### src/rtl/fifo_pkg.sv
// rtl/fifo_pkg.sv - shared width helper, pointer width and status enum for circular_sync_fifo
package fifo_pkg;

    // Pointer width for a given depth: address bits plus one wrap bit.
    function automatic int ptr_width(input int depth);
        return $clog2(depth) + 1;
    endfunction

    localparam int DEFAULT_DEPTH = 8;
    localparam int DEFAULT_PTR_W = ptr_width(DEFAULT_DEPTH);

    // Coarse occupancy view derived from the full/empty flags.
    typedef enum logic [1:0] {
        EMPTY   = 2'd0,
        PARTIAL = 2'd1,
        FULL    = 2'd2
    } status_e;

endpackage

### src/rtl/circular_sync_fifo_if.sv
// rtl/circular_sync_fifo_if.sv - producer/consumer bundle for circular_sync_fifo (SYNC_FIFO_ERR_FLAGS_EN adds overflow/underflow)
interface circular_sync_fifo_if #(
    parameter int DATA_W = 4,
    parameter int DEPTH  = 8
);
    localparam int CNT_W = $clog2(DEPTH) + 1;

    logic              wr_en;
    logic [DATA_W-1:0] data_in;
    logic              rd_en;
    logic [DATA_W-1:0] data_out;
    logic              full;
    logic              empty;
    logic              almost_full;
    logic              almost_empty;
    logic [CNT_W-1:0]  count;
`ifdef SYNC_FIFO_ERR_FLAGS_EN
    logic              overflow;
    logic              underflow;

    modport master (
        output wr_en, data_in, rd_en,
        input  data_out, full, empty, almost_full, almost_empty, count,
        input  overflow, underflow
    );

    modport slave (
        input  wr_en, data_in, rd_en,
        output data_out, full, empty, almost_full, almost_empty, count,
        output overflow, underflow
    );
`else
    modport master (
        output wr_en, data_in, rd_en,
        input  data_out, full, empty, almost_full, almost_empty, count
    );

    modport slave (
        input  wr_en, data_in, rd_en,
        output data_out, full, empty, almost_full, almost_empty, count
    );
`endif

endinterface

### src/rtl/fifo_mem_dp.sv
// rtl/fifo_mem_dp.sv - simple dual-port register array with a registered read port
module fifo_mem_dp #(
    parameter int DATA_W = 4,
    parameter int ADDR_W = 3
) (
    input  logic              clk,
    input  logic              reset,
    input  logic              i_wr_en,
    input  logic [ADDR_W-1:0] i_wr_addr,
    input  logic [DATA_W-1:0] i_wr_data,
    input  logic              i_rd_en,
    input  logic [ADDR_W-1:0] i_rd_addr,
    output logic [DATA_W-1:0] o_rd_data
);

    logic [DATA_W-1:0] r_mem [2**ADDR_W];
    logic [DATA_W-1:0] r_rd_data;

    // Storage: written only on accepted writes, never reset.
    always_ff @(posedge clk) begin
        if (i_wr_en) begin
            r_mem[i_wr_addr] <= i_wr_data;
        end
    end

    // Read register: loads on accepted reads, otherwise holds; cleared by reset.
    always_ff @(posedge clk or negedge reset) begin
        if (!reset) begin
            r_rd_data <= '0;
        end else if (i_rd_en) begin
            r_rd_data <= r_mem[i_rd_addr];
        end
    end

    assign o_rd_data = r_rd_data;

endmodule

### src/rtl/circular_sync_fifo.sv
// rtl/circular_sync_fifo.sv - parametrised single-clock circular FIFO (SYNC_FIFO_ERR_FLAGS_EN adds sticky overflow/underflow)
module circular_sync_fifo
    import fifo_pkg::*;
#(
    parameter int DATA_W    = 4,
    parameter int DEPTH     = 8,
    parameter int AF_THRESH = DEPTH - 1,
    parameter int AE_THRESH = 1
) (
    input  logic                clk,
    input  logic                reset,
    circular_sync_fifo_if.slave bus
);

    localparam int ADDR_W = $clog2(DEPTH);
    localparam int PTR_W  = ptr_width(DEPTH);
    localparam logic [PTR_W-1:0] AF_T = PTR_W'(AF_THRESH);
    localparam logic [PTR_W-1:0] AE_T = PTR_W'(AE_THRESH);

    if ((DEPTH < 2) || ((DEPTH & (DEPTH - 1)) != 0)) begin : g_bad_depth
        $error("circular_sync_fifo: DEPTH must be a power of two >= 2");
    end
    if ((AF_THRESH < 1) || (AF_THRESH > DEPTH)) begin : g_bad_af
        $error("circular_sync_fifo: AF_THRESH must be in 1..DEPTH");
    end
    if ((AE_THRESH < 0) || (AE_THRESH > DEPTH - 1)) begin : g_bad_ae
        $error("circular_sync_fifo: AE_THRESH must be in 0..DEPTH-1");
    end

    logic [PTR_W-1:0]  r_wr_ptr;
    logic [PTR_W-1:0]  r_rd_ptr;
    logic [PTR_W-1:0]  r_count;
    logic              w_full;
    logic              w_empty;
    logic              w_wr_acc;
    logic              w_rd_acc;
    logic [DATA_W-1:0] w_rd_data;

    // Flags come purely from registered pointers, so they cannot glitch.
    assign w_empty  = (r_wr_ptr == r_rd_ptr);
    assign w_full   = (r_wr_ptr[ADDR_W] != r_rd_ptr[ADDR_W]) &&
                      (r_wr_ptr[ADDR_W-1:0] == r_rd_ptr[ADDR_W-1:0]);
    assign w_wr_acc = bus.wr_en && !w_full;
    assign w_rd_acc = bus.rd_en && !w_empty;

    // Pointers advance modulo 2*DEPTH; the extra bit distinguishes full from empty.
    always_ff @(posedge clk or negedge reset) begin
        if (!reset) begin
            r_wr_ptr <= '0;
            r_rd_ptr <= '0;
        end else begin
            if (w_wr_acc) begin
                r_wr_ptr <= r_wr_ptr + PTR_W'(1);
            end
            if (w_rd_acc) begin
                r_rd_ptr <= r_rd_ptr + PTR_W'(1);
            end
        end
    end

    // Occupancy tracks accepted operations; a simultaneous accept leaves it unchanged.
    always_ff @(posedge clk or negedge reset) begin
        if (!reset) begin
            r_count <= '0;
        end else begin
            case ({w_wr_acc, w_rd_acc})
                2'b10:   r_count <= r_count + PTR_W'(1);
                2'b01:   r_count <= r_count - PTR_W'(1);
                default: r_count <= r_count;
            endcase
        end
    end

    fifo_mem_dp #(
        .DATA_W (DATA_W),
        .ADDR_W (ADDR_W)
    ) u_mem (
        .clk       (clk),
        .reset     (reset),
        .i_wr_en   (w_wr_acc),
        .i_wr_addr (r_wr_ptr[ADDR_W-1:0]),
        .i_wr_data (bus.data_in),
        .i_rd_en   (w_rd_acc),
        .i_rd_addr (r_rd_ptr[ADDR_W-1:0]),
        .o_rd_data (w_rd_data)
    );

    assign bus.data_out     = w_rd_data;
    assign bus.full         = w_full;
    assign bus.empty        = w_empty;
    assign bus.count        = r_count;
    assign bus.almost_full  = (r_count >= AF_T);
    assign bus.almost_empty = (r_count <= AE_T);

`ifdef SYNC_FIFO_ERR_FLAGS_EN
    logic r_overflow;
    logic r_underflow;

    // Sticky error flags: any request against the blocking condition sets them.
    always_ff @(posedge clk or negedge reset) begin
        if (!reset) begin
            r_overflow  <= 1'b0;
            r_underflow <= 1'b0;
        end else begin
            if (bus.wr_en && w_full) begin
                r_overflow <= 1'b1;
            end
            if (bus.rd_en && w_empty) begin
                r_underflow <= 1'b1;
            end
        end
    end

    assign bus.overflow  = r_overflow;
    assign bus.underflow = r_underflow;
`endif

endmodule
### src/flat_wrapper.sv
// flat-port wrapper written by rule: the top's interface ports become plain ports
module circular_sync_fifo_flat import fifo_pkg::*;
#(
    parameter int DATA_W    = 4,
    parameter int DEPTH     = 8,
    parameter int AF_THRESH = DEPTH - 1,
    parameter int AE_THRESH = 1
)
  (clk, reset, bus_wr_en, bus_data_in, bus_rd_en, bus_data_out, bus_full, bus_empty, bus_almost_full, bus_almost_empty, bus_count);
  circular_sync_fifo_if #(.DATA_W(DATA_W), .DEPTH(DEPTH)) bus_i ();
  input  logic clk;
  input  logic reset;
  input wire logic [$bits(bus_i.wr_en)-1:0] bus_wr_en;
  input wire logic [$bits(bus_i.data_in)-1:0] bus_data_in;
  input wire logic [$bits(bus_i.rd_en)-1:0] bus_rd_en;
  output wire logic [$bits(bus_i.data_out)-1:0] bus_data_out;
  output wire logic [$bits(bus_i.full)-1:0] bus_full;
  output wire logic [$bits(bus_i.empty)-1:0] bus_empty;
  output wire logic [$bits(bus_i.almost_full)-1:0] bus_almost_full;
  output wire logic [$bits(bus_i.almost_empty)-1:0] bus_almost_empty;
  output wire logic [$bits(bus_i.count)-1:0] bus_count;
  assign bus_i.wr_en = bus_wr_en;
  assign bus_i.data_in = bus_data_in;
  assign bus_i.rd_en = bus_rd_en;
  assign bus_data_out = bus_i.data_out;
  assign bus_full = bus_i.full;
  assign bus_empty = bus_i.empty;
  assign bus_almost_full = bus_i.almost_full;
  assign bus_almost_empty = bus_i.almost_empty;
  assign bus_count = bus_i.count;
  circular_sync_fifo #(.DATA_W(DATA_W), .DEPTH(DEPTH), .AF_THRESH(AF_THRESH), .AE_THRESH(AE_THRESH)) u_core (.clk(clk), .reset(reset), .bus(bus_i));
endmodule
### config.mk
export PLATFORM = sky130hd
export DESIGN_NAME = circular_sync_fifo_flat
export DESIGN_NICKNAME = d
export VERILOG_FILES = /design/src/rtl/fifo_pkg.sv /design/src/rtl/circular_sync_fifo_if.sv /design/src/rtl/fifo_mem_dp.sv /design/src/rtl/circular_sync_fifo.sv /design/src/flat_wrapper.sv
export SDC_FILE = /design/constraint.sdc
export NUM_CORES = 1
export LEC_CHECK = 0
export BUFFER_PORTS_ARGS = -buffer_cell sky130_fd_sc_hd__buf_4
export CAP_MARGIN = 5
export CORE_ASPECT_RATIO = 0.9
export CORE_MARGIN = 2
export CORE_UTILIZATION = 34
export DETAILED_ROUTE_END_ITERATION = 6
export HOLD_SLACK_MARGIN = 0.03
export PLACE_DENSITY = 0.47
export SLEW_MARGIN = 25
export SYNTH_ARGS = -nofsm -noshare
export SYNTH_HDL_FRONTEND = slang
export SYNTH_SLANG_ARGS = --single-unit
### constraint.sdc
create_clock -name clk -period 3.8 [get_ports clk]
set_clock_uncertainty 0.1 [all_clocks]
set_input_delay 0.38 -clock clk [delete_from_list [all_inputs] [get_ports clk]]
set_output_delay 0.38 -clock clk [all_outputs]
set_load 0.01 [all_outputs]
After elaboration in Yosys (flattened, before gate mapping). Memories as Yosys holds them, arrays and structs flattened. A register that Yosys moved wholly into a read port is not among the register bits. Cells that the tools add are included.

Register bits after elaboration: 12. Latch bits: 0. Bits in writable memories: 32. ROM bits: 0. Logic and storage cells: 25. Memories kept: 1.

Memory list: u_core.u_mem.r_mem (words 8, bits a word 4, read ports 1, clocked after memory_dff 1, wr ports 1, RTL line fifo_mem_dp.sv:16) `logic [DATA_W-1:0] r_mem [2**ADDR_W];`.

Add/subtract/negate cells: 4. Multipliers: 0. Div/mod/pow operators: 0. Order comparisons: 2. Equality and inequality tests: 5. Shift operators: 0. Muxes and demuxes: 3. Bitwise operators: 0. Reduce and logical (&&, ||, !) cells: 7.

Operator list (count): $add A4 B1 Y4 const B (3); $pmux W4 S2 (1); $eq A4 B4 Y1 (1); $ge A4 B3 Y1 const B (1); $le A4 B1 Y1 const B (1); $sub A4 B1 Y4 const B (1); $eq A3 B3 Y1 (1); $logic_and A1 B1 Y1 (3); $logic_not A1 Y1 (3); $eq A2 B1 Y1 const B (1); $eq A2 B2 Y1 const B (1); $mux W1 (2); $reduce_bool A2 Y1 (1); $ne A1 B1 Y1 (1).

Logic depth before layout (Yosys ltp). Gate-level depths: netlist (run 1).

Word-level depth: 6. Depth in mapped cells: 9.

By module. Synthesis (run 1) repeated with hierarchy kept, for this count alone.

Cells, all modules: 155. Area total of the unflattened synthesis: 2250.9 um^2.

Modules (own cells, without submodules): fifo_mem_dp (times used 1, cells each 87, area each 1456.4 um^2, sequential area each 1061.0 um^2); circular_sync_fifo (times used 1, cells each 68, area each 794.5 um^2, sequential area each 300.3 um^2).

Worst setup path before layout (run 1). Ideal clock, no wire load.

Kind: flip-flop to flip-flop. Start point: register u_core.r_wr_ptr[0]. End point: register u_core.r_count[3], in the netlist u_core.bus.count[3]. Setup time: 79 ps. Arrival: 2099 ps. Data required time: 3621 ps. Slack: 1522 ps. Cell stages (with the launch flop): 10. Buffers on the path: 2. Clock period less this slack: 2278 ps. Path through: dfrtp_1 -> buf_2 -> xor2_1 -> o41ai_2 -> buf_2 -> inv_1 -> ha_1 -> nand4b_1 -> a21oi_1 -> xor2_1.

RTL lines: start: declaration (RTL line circular_sync_fifo.sv:30) `logic [PTR_W-1:0] r_wr_ptr;`; start signal: assignment (RTL line circular_sync_fifo.sv:53) `r_wr_ptr <= r_wr_ptr + PTR_W'(1);`; $eq A4 B4 Y1 (*) (RTL line circular_sync_fifo.sv:40) `assign w_empty = (r_wr_ptr == r_rd_ptr);`; $logic_not A1 Y1 (*) (RTL line circular_sync_fifo.sv:44) `assign w_rd_acc = bus.rd_en && !w_empty;`; $logic_and A1 B1 Y1 (*) (RTL line circular_sync_fifo.sv:44); via u_core.u_mem.i_rd_en (RTL line fifo_mem_dp.sv:11) `input logic i_rd_en,`; $eq A2 B1 Y1 or $eq A2 B2 Y1 (tied branches) (RTL line circular_sync_fifo.sv:66) `case ({w_wr_acc, w_rd_acc})`; $pmux W4 S2 or $reduce_bool A2 Y1 (tied branches); end signal: assignment (RTL line circular_sync_fifo.sv:67) `2'b10: r_count <= r_count + PTR_W'(1);`; end signal: assignment (RTL line circular_sync_fifo.sv:68) `2'b01: r_count <= r_count - PTR_W'(1);`; end signal: assignment (RTL line circular_sync_fifo.sv:69) `default: r_count <= r_count;`; end: declaration (RTL line circular_sync_fifo.sv:32) `logic [PTR_W-1:0] r_count;`.

Mark *: on every way through the listed nets, which the timed path passes. The rest lies on a longest branch. A chain may end at the register's enable or synchronous reset.

Final worst setup path (run 1).
Start point: register u_core.r_rd_ptr[1]. End point: register u_core.r_count[3], in the netlist u_core.bus.count[3].

RTL lines: start: declaration (RTL line circular_sync_fifo.sv:31) `logic [PTR_W-1:0] r_rd_ptr;`; start signal: assignment (RTL line circular_sync_fifo.sv:56) `r_rd_ptr <= r_rd_ptr + PTR_W'(1);`; $eq A4 B4 Y1 (*) (RTL line circular_sync_fifo.sv:40); $logic_not A1 Y1 (*) (RTL line circular_sync_fifo.sv:44); $logic_and A1 B1 Y1 (*) (RTL line circular_sync_fifo.sv:44); via u_core.u_mem.i_rd_en (RTL line fifo_mem_dp.sv:11); $eq A2 B1 Y1 or $eq A2 B2 Y1 (tied branches) (RTL line circular_sync_fifo.sv:66); $pmux W4 S2 or $reduce_bool A2 Y1 (tied branches).

Marked as above.

==> results of run 1 <==
-- cell usage in the layout (no fill, tap or decap) --
| cell type | Yosys | layout |
|---|---|---|
| nand2b_1 | 3 | 3 |
| nor3_2 | 1 | 1 |
| a21oi_1 | 1 | 1 |
| dfrtp_1 | 16 | 16 |
| mux4_2 | 8 | 8 |
| nand4b_1 | 2 | 2 |
| nor3_1 | 5 | 5 |
| mux2_1 | 2 | 2 |
| o21ai_0 | 5 | 5 |
| o41ai_4 | 1 | 1 |
| or2_2 | 1 | 1 |
| o41ai_2 | 1 | 1 |
| nor2_1 | 10 | 10 |
| inv_1 | 6 | 6 |
| clkbuf_1 | 1 | 1 |
| clkbuf_8 | 0 | 6 |
| dlygate4sd3_1 | 0 | 1 |
| xor2_1 | 9 | 9 |
| xnor2_1 | 6 | 6 |
| nand3_1 | 1 | 1 |
| nand2_1 | 6 | 6 |
| edfxtp_1 | 32 | 32 |
| buf_4 | 1 | 22 |
| a21o_1 | 1 | 1 |
| mux2i_1 | 5 | 5 |
| clkinv_4 | 0 | 1 |
| ha_1 | 6 | 6 |
| or2_1 | 1 | 1 |
-- metal layers --
metal  wire, um  share of wire (%)
met1       1880                 49
met2       1800                 47
met3        157                4.1
met4         24               0.62
met5          0                  0
-- cells by family after synthesis --
kind of cell               after synthesis
AOI/OAI and AO/OA                        9
xor gates and xnor gates                15
adders and majority gates                6
buffers and inverters                   11
DFF                                     48
muxes                                   15
and+or+nand+nor                         30
-- cell type report --
cell class	count	area, um2	area share, %
Timing Repair Buffer	23	175	7.20
Sequential cell	48	1360	55.9
Inverter	6	22.5	0.925
Tap cell	72	90.1	3.70
Clock buffer	7	86.3	3.55
Multi-Input combinational cell	75	689	28.3
Clock inverter	1	8.76	0.360
-- sequential cells by signal, indices dropped and copies added, names as in the netlist --
register,count
u_core.u_mem.r_mem,32
u_core.bus.count,4
u_core.r_rd_ptr,4
u_core.r_wr_ptr,4
u_core.u_mem.o_rd_data,4
-- final timing paths --
kind | startpoint | end | slack [ns] | cells past startpoint
setup / recovery | u_core.r_rd_ptr[1]$_DFFE_PN0P_ | u_core.bus.count[3]$_DFFE_PN0P_ | 1.30 | 8
hold / removal | bus_data_in[0] | u_core.u_mem.r_mem[2][0]$_DFFE_PP_ | 0.22 | 1
setup reg to reg | u_core.r_rd_ptr[1]$_DFFE_PN0P_ | u_core.bus.count[3]$_DFFE_PN0P_ | 1.30 | 8
hold reg to reg | u_core.u_mem.o_rd_data[1]$_DFFE_PN0P_ | u_core.u_mem.o_rd_data[1]$_DFFE_PN0P_ | 0.39 | 2
max in group asynchronous | reset | u_core.r_wr_ptr[1]$_DFFE_PN0P_ | 3.03 | 2
min in group asynchronous | reset | u_core.bus.count[1]$_DFFE_PN0P_ | 0.39 | 2
-- critical path, stage by stage, from the launching register on --
cell	delay, ns
dfrtp_1	0.66
xor2_1	0.24
o41ai_2	0.34
buf_4	0.24
inv_1	0.06
ha_1	0.24
nand4b_1	0.20
a21oi_1	0.19
xor2_1	0.15
-- what timing repair did --
action                                 4_1_cts  5_1_grt
endpoints found under the hold margin       16        0
buffers inserted                             0        0
hold buffers                                 1        0
-- report_power, final --
group,switching (mW),leakage [nW],internal (mW),total [mW]
clock,0.160,0.0484,0.149,0.310
combinational,0.393,0.407,0.376,0.769
sequential,0.148,0.480,0.708,0.855
==> flow_metrics.tcl, run 1 <==
set metrics [dict create \
    clock_sinks 48 \
    tightest_slew_ns 0.639 \
    setup_viol 0 \
    p_per_area_mw_per_mm2 795 \
    holdWs_ns 0.219 \
    yosys-mux-area-fraction_pct 12.0 \
    htree_levels 2 \
    wl_um 3870 \
    grt_use_met3_pct 3.58 \
    syn_to_final_growth_pct 15.9 \
    fin_crit_sh_pct 65.7 \
    ctsResizeCount 0 \
    grt_util_all_layers_pct 12.2 \
    critPathArrivalTime_ns 2.62 \
    cts_tree "built" \
    yosys.area_share.simple_pct 7.09 \
    worstSetupPathType "flop to flop" \
    synth.most_common_cell "edfxtp_1" \
    met2_usage_pct 17.7 \
    grt_pass1_wl_um 6100 \
    io_pins 20 \
    slew_headroom_pct 57.2 \
    ys_async_sr_fraction_pct 33.3 \
    hold_violations 0 \
    synth_commonest_cells "edfxtp_1 (32), dfrtp_1 (16), nor2_1 (10)" \
    clkLatencyLatePin_ns 0.29 \
    dr.first_iter.drc_count 59 \
    cts.reportedPaths.clkPinSlew_ns 0.08 \
    final.setup.worst_slack_ns 1.30 \
    numPortBuffers 19 \
    path_max_fanout 13 \
    ant_nets 0 \
    fmax_ghz 0.400 \
    synth_top_family_by_area "multiplexers" \
    first_pass_iters 4 \
    dr_total_vias 1149 \
    cp-start-kind "flop" \
    synth_compound_area_share_pct 3.87 \
    grt-ovfl-total 0 \
    cap_violations 0 \
    fin_area_mm2 0.00243 \
    grt_pass1_vias 1134 \
    postSynthCellCount 134 \
    synthAdderAreaFrac_pct 3.58 \
    netlist.area_leader.share_pct 45.8 \
    grt_start_max_net_pins 17 \
    dp_cells 223 \
    start_util_pct 34.7 \
    rsz0062_at_grt "no" \
    syn_area_mm2 0.00210 \
    synthXorXnorAreaFrac_pct 6.26 \
    cts_max_path_buffers 2 \
    yosysSeqAreaShare_pct 64.8 \
    die_h_um 78.6 \
    synth_edf_count 32 \
    fin_util_pct 40.2 \
    worstSetupEndpointType "flop" \
    synth_area_leader_cell "edfxtp_1" \
    pre_cts_ws_ns 1.28 \
    top_usage_layer "met2" \
    drc 0 \
    core_area_mm2 0.00605 \
    fp-row-count 27 \
    synth_cell_types 26 \
    fin_nets 173 \
    syn_nets 148 \
    post_layout_nonfiller_instances 232 \
    cts_buffers 5 \
    fp.dieArea_mm2 0.00682 \
    status "complete, no violations" \
    die_w_um 86.8 \
    drive_gt1_share_pct 25.6 \
    netlist_top_cells_area "edfxtp_1 (46%), dfrtp_1 (19%), mux4_2 (8.6%)" \
    final.fill_count 547 \
    grt.met1_usage_pct 17.6 \
    antenna_found_initial 0 \
    avgSynthCellArea_um2 15.7 \
    cts_root_buf "clkbuf_8" \
    peakVddDrop_mv 0.167 \
    layout_min_cycle_time_ns 2.50 \
    cp.required_ns 3.92 \
    gp_congestion 0.731 \
    report.final.slew_viol_count 0 \
    total_leakage_power_nw 0.935 \
    hp-class "input port to flop" \
    yosys_most_used_dff "edfxtp_1" \
    p_total_mw 1.93 \
    wire_per_inst_um 16.7 \
    setup_tns_ns 0 \
    vias_per_cell 4.95 \
    dp_hpwl_um 2700 \
    yosys_register_bits 48 \
    n_antenna_cell 0 \
    placed_cell_area_mm2 0.00233 \
    yosysWarnings 0 \
]
Power figures use the tool's default switching activity.
==> inputs of run 2 (changes only) <==
- clock period: 3.8 -> 2.6 ns (I/O delays scaled with it)
==> flow_metrics.tcl, run 2 (synthesis gave the netlist of run 1 again) <==
set metrics [dict create \
    status "complete, no violations" \
    n_antenna_cell 0 \
    dr_total_vias 1172 \
    dr.first_iter.drc_count 85 \
    wl_um 3880 \
    grt_pass1_vias 1179 \
    p_per_area_mw_per_mm2 1170 \
    tightest_slew_ns 0.476 \
    grt_pass1_wl_um 6310 \
    die_w_um 86.8 \
    grt_util_all_layers_pct 12.6 \
    dp_hpwl_um 2870 \
    p_clk_share_pct 17.7 \
    mostFrequentLayoutCells "buf_4 (34), edfxtp_1 (32), dfrtp_1 (16)" \
    io_pins 20 \
    final.fill_count 551 \
    clock_sinks 48 \
    total_leakage_power_nw 1.01 \
    slowest_stage "o41ai_4" \
    vias_per_cell 4.80 \
    p_total_mw 2.97 \
    worstSetupEndpointType "flop" \
    cap_violations 0 \
    fp-row-count 27 \
    cp.required_ns 2.68 \
    fmax_ghz 0.459 \
    largest_reg_flops 32 \
    gp_congestion 0.736 \
    wire_per_inst_um 15.9 \
    core_area_mm2 0.00605 \
    clkLatencyLatePin_ns 0.29 \
    ant_nets 0 \
    cts_tree "built" \
    peakVddDrop_mv 0.483 \
    grt-ovfl-total 0 \
    crit_top_cell "xor2_1" \
    hold_violations 0 \
    die_h_um 78.6 \
    fp.dieArea_mm2 0.00682 \
    cts_max_path_buffers 2 \
    layout_min_cycle_time_ns 2.18 \
    rsz0062_at_grt "no" \
    cts_root_buf "clkbuf_8" \
    seqPwrFrac_pct 40.2 \
    final_common_cell "buf_4" \
    crit_path_cell_trace "xor2_1 -> o41ai_4 -> ha_1 -> mux2i_1 -> nor2_1 -> xor2_1" \
    multiInputGateArea_um2 689 \
    ctsResizeCount 0 \
    critPathArrivalTime_ns 2.26 \
    fin_util_pct 42.0 \
    worstSetupPathType "flop to flop" \
    grt_start_max_net_pins 17 \
    p_switching_mw 1.04 \
    fin_nets 185 \
    cts.reportedPaths.clkPinSlew_ns 0.08 \
    start_util_pct 34.7 \
    numPortBuffers 19 \
    report.final.slew_viol_count 0 \
    drc 0 \
    power.internal_mw 1.93 \
    p_sw_share_pct 35.1 \
    cp-start-kind "flop" \
    cts_buffers 5 \
    drive_gt1_share_pct 30.8 \
    fin_area_mm2 0.00254 \
    antenna_found_initial 0 \
    max_stage_delay_ns 0.54 \
    fin_crit_sh_pct 83.9 \
    setup_tns_ns 0 \
    p_comb_share_pct 42.0 \
    final-seq-area_mm2 0.00136 \
    placed_cell_area_mm2 0.00242 \
    largest-register "u_core.u_mem.r_mem" \
    holdWs_ns 0.0964 \
    slew_headroom_pct 68.1 \
    first_pass_iters 4 \
    htree_levels 2 \
    setup_viol 0 \
    syn_to_final_growth_pct 21.0 \
    path_max_fanout 8 \
    hp-class "input port to flop" \
]
run 2: final timing paths:
path	slack, ns	endpoint	cells after the start	start
max	0.42	u_core.bus.count[2]$_DFFE_PN0P_	6	u_core.r_wr_ptr[1]$_DFFE_PN0P_
min	0.1	u_core.u_mem.r_mem[3][0]$_DFFE_PP_	1	bus_data_in[0]
max reg2reg	0.42	u_core.bus.count[2]$_DFFE_PN0P_	6	u_core.r_wr_ptr[1]$_DFFE_PN0P_
min reg2reg	0.38	u_core.u_mem.o_rd_data[1]$_DFFE_PN0P_	2	u_core.u_mem.o_rd_data[1]$_DFFE_PN0P_
max in group asynchronous	1.96	u_core.r_wr_ptr[0]$_DFFE_PN0P_	2	reset
min in group asynchronous	0.26	u_core.r_rd_ptr[3]$_DFFE_PN0P_	2	reset
run 2: worst max-delay path, delay by kind of cell (launching register included):
| kind | cells | cell delay (ns) |
|---|---|---|
| multiplexers | 1 | 0.20 |
| XOR/XNOR | 2 | 0.36 |
| AND/OR/NAND/NOR | 1 | 0.06 |
| adder cells (fa/ha/maj) | 1 | 0.32 |
| flip-flops | 1 | 0.47 |
| AO/OA/AOI/OAI | 1 | 0.54 |
run 2: timing repair:
action	in CTS	in global routing
setup buffers	0	0
hold endpoints to repair	16	0
hold buffers	1	0
run 2: power by group through the flow:
stage	combinational, mW	clock (mW)	sequential (mW)
global placement	1.26	0	1.20
finish	1.25	0.526	1.20
detailed placement	1.28	0	1.22
CTS	1.28	0.548	1.20
floorplan	0.833	0	1.20
global route	1.39	0.585	1.23
run 2: area by class of cell:
type | count | area share [%]
Clock inverter | 3 | 1.67
Tap cell | 72 | 3.55
Multi-Input combinational cell | 75 | 27.1
Timing Repair Buffer | 35 | 10.4
Inverter | 6 | 0.887
Sequential cell | 48 | 53.6
Clock buffer | 5 | 2.71
run 2: through the flow:
| stage | cells | setup slack, ns |
|---|---|---|
| final | 244 | 0.419 |
| after global routing | 244 | 0.224 |
| after CTS | 244 | 0.408 |
| after detailed placement | 235 | 0.419 |
| after global placement | 235 | 0.470 |
| after floorplan | 134 | 0.322 |
run 2: layer usage:
metal,GRT usage [%],routed length [um]
met1,19.0,1960
met2,17.5,1720
met5,0,0
met3,3.26,125
met4,4.38,65
==> inputs of run 3 (changes only) <==
- PLACE_DENSITY: 0.47 -> 0.48
- clock period: 2.6 -> 2 ns (I/O delays scaled with it)
==> flow_metrics.tcl, run 3 (synthesis gave the netlist of run 1 again) <==
set metrics [dict create \
    htree_levels 2 \
    gp_congestion 0.865 \
    crit_path_cell_trace "xor2_4 -> o41ai_4 -> ha_4 -> mux2i_1 -> nor2_1 -> xor2_1" \
    worstSetupEndpointType "flop" \
    fp.dieArea_mm2 0.00682 \
    clock_sinks 48 \
    first_pass_iters 4 \
    regToRegSetupSlack_ns 0.00007 \
    p_per_area_mw_per_mm2 1500 \
    cp-start-kind "flop" \
    cts_max_path_buffers 2 \
    vias_per_cell 4.87 \
    drive_gt1_share_pct 39.2 \
    grt_util_all_layers_pct 13.5 \
    wl_um 3950 \
    max_stage_delay_ns 0.48 \
    clkLatencyLatePin_ns 0.30 \
    worstSetupPathType "flop to flop" \
    largest_reg_flops 32 \
    grt_pass1_vias 1347 \
    setup_tns_ns 0 \
    status "complete, no violations" \
    dp_hpwl_um 2930 \
    tightest_slew_ns 0.394 \
    total_leakage_power_nw 1.06 \
    fp-row-count 27 \
    largest-register "u_core.u_mem.r_mem" \
    layout_min_cycle_time_ns 2.00 \
    syn_to_final_growth_pct 28.0 \
    cp.required_ns 2.08 \
    dr.first_iter.drc_count 70 \
    hold_violations 0 \
    slowest_stage "o41ai_4" \
    fin_util_pct 44.4 \
    mostFrequentLayoutCells "buf_4 (39), edfxtp_1 (32), dfrtp_1 (12)" \
    critPathArrivalTime_ns 2.08 \
    grt_start_max_net_pins 17 \
    start_util_pct 34.7 \
    hp-class "input port to flop" \
    fin_nets 194 \
    worst-path-buf-inv 0 \
    rsz0062_at_grt "yes" \
    peakVddDrop_mv 0.536 \
    cts_tree "built" \
    cts_root_buf "clkbuf_8" \
    fin_crit_sh_pct 100 \
    die_w_um 86.8 \
    critPathTopFamily "compound AO/OA/AOI/OAI gates" \
    fmax_ghz 0.500 \
    cap_violations 0 \
    grt_pass1_wl_um 6850 \
    cts.reportedPaths.clkPinSlew_ns 0.09 \
    final_common_cell "buf_4" \
    io_pins 20 \
    wire_per_inst_um 15.6 \
    holdWs_ns 0.0421 \
    ant_nets 0 \
    numPortBuffers 19 \
    slew_headroom_pct 73.6 \
    dr_total_vias 1232 \
    cts_buffers 5 \
    drc 0 \
    path_max_fanout 4 \
    die_h_um 78.6 \
    core_area_mm2 0.00605 \
    antenna_found_initial 0 \
    n_antenna_cell 0 \
    setup_viol 0 \
    grt-ovfl-total 0 \
    report.final.slew_viol_count 0 \
]
[run 3: changes by cell type in the layout (fill, tap and decap cells not counted), sizes merged]
cell	before	now
buf	34	40
dlygate4sd3	1	4
clkinv	2	3
bufinv	1	0
[run 3: power breakdown]
| part | leakage (nW) | switching [mW] | internal, mW |
|---|---|---|---|
| registers | 0.476 | 0.231 | 1.35 |
| logic | 0.533 | 0.950 | 0.943 |
| clock network | 0.0453 | 0.304 | 0.238 |
[run 3: cell type report]
class,count,area [um2]
multi-input cells,75,781
inverters,6,22.5
well taps,72,90.1
clock inverters,3,13.8
clock buffers,5,68.8
repair buffers,44,344
fillers,546,3360
flip-flops and latches,48,1370
[run 3: per-stage QoR]
step	cell area (um2)	setup WS, ns	power [mW]	cells
2_1_floorplan	2170	-0.128	2.78	134
3_3_place_gp	2510	0.0323	3.38	239
3_5_place_dp	2510	-0.00111	3.42	239
4_1_cts	2640	-0.00597	4.03	250
5_1_grt	2690	-0.0660	4.35	253
6_report	2690	0.0000702	4.02	253
[run 3: routing by layer]
layer	track usage, %	part of all wire (%)
met5	0	0
met1	18.5	46
met2	20.3	49
met3	4.52	3.8
met4	4.22	1.2
[run 3: path summary, 6_finish.rpt]
check,startpoint,cells past startpoint,to
hold / removal,bus_data_in[2],1,u_core.u_mem.r_mem[6][2]$_DFFE_PP_
setup reg to reg,u_core.r_wr_ptr[2]$_DFFE_PN0P_,6,u_core.bus.count[2]$_DFFE_PN0P_
setup / recovery,u_core.r_wr_ptr[2]$_DFFE_PN0P_,6,u_core.bus.count[2]$_DFFE_PN0P_
hold reg to reg,u_core.u_mem.o_rd_data[2]$_DFFE_PN0P_,2,u_core.u_mem.o_rd_data[2]$_DFFE_PN0P_
min in group asynchronous,reset,2,u_core.u_mem.o_rd_data[2]$_DFFE_PN0P_
max in group asynchronous,reset,2,u_core.r_rd_ptr[0]$_DFFE_PN0P_
[run 3: what timing repair did]
| item | 4_1_cts | 5_1_grt |
|---|---|---|
| hold buffers | 3 | 1 |
| gates resized for setup | 4 | 6 |
| pin swaps | 0 | 5 |
| endpoints found under the setup margin | 6 | 23 |
| setup buffers | 0 | 2 |
| endpoints found under the hold margin | 19 | 8 |
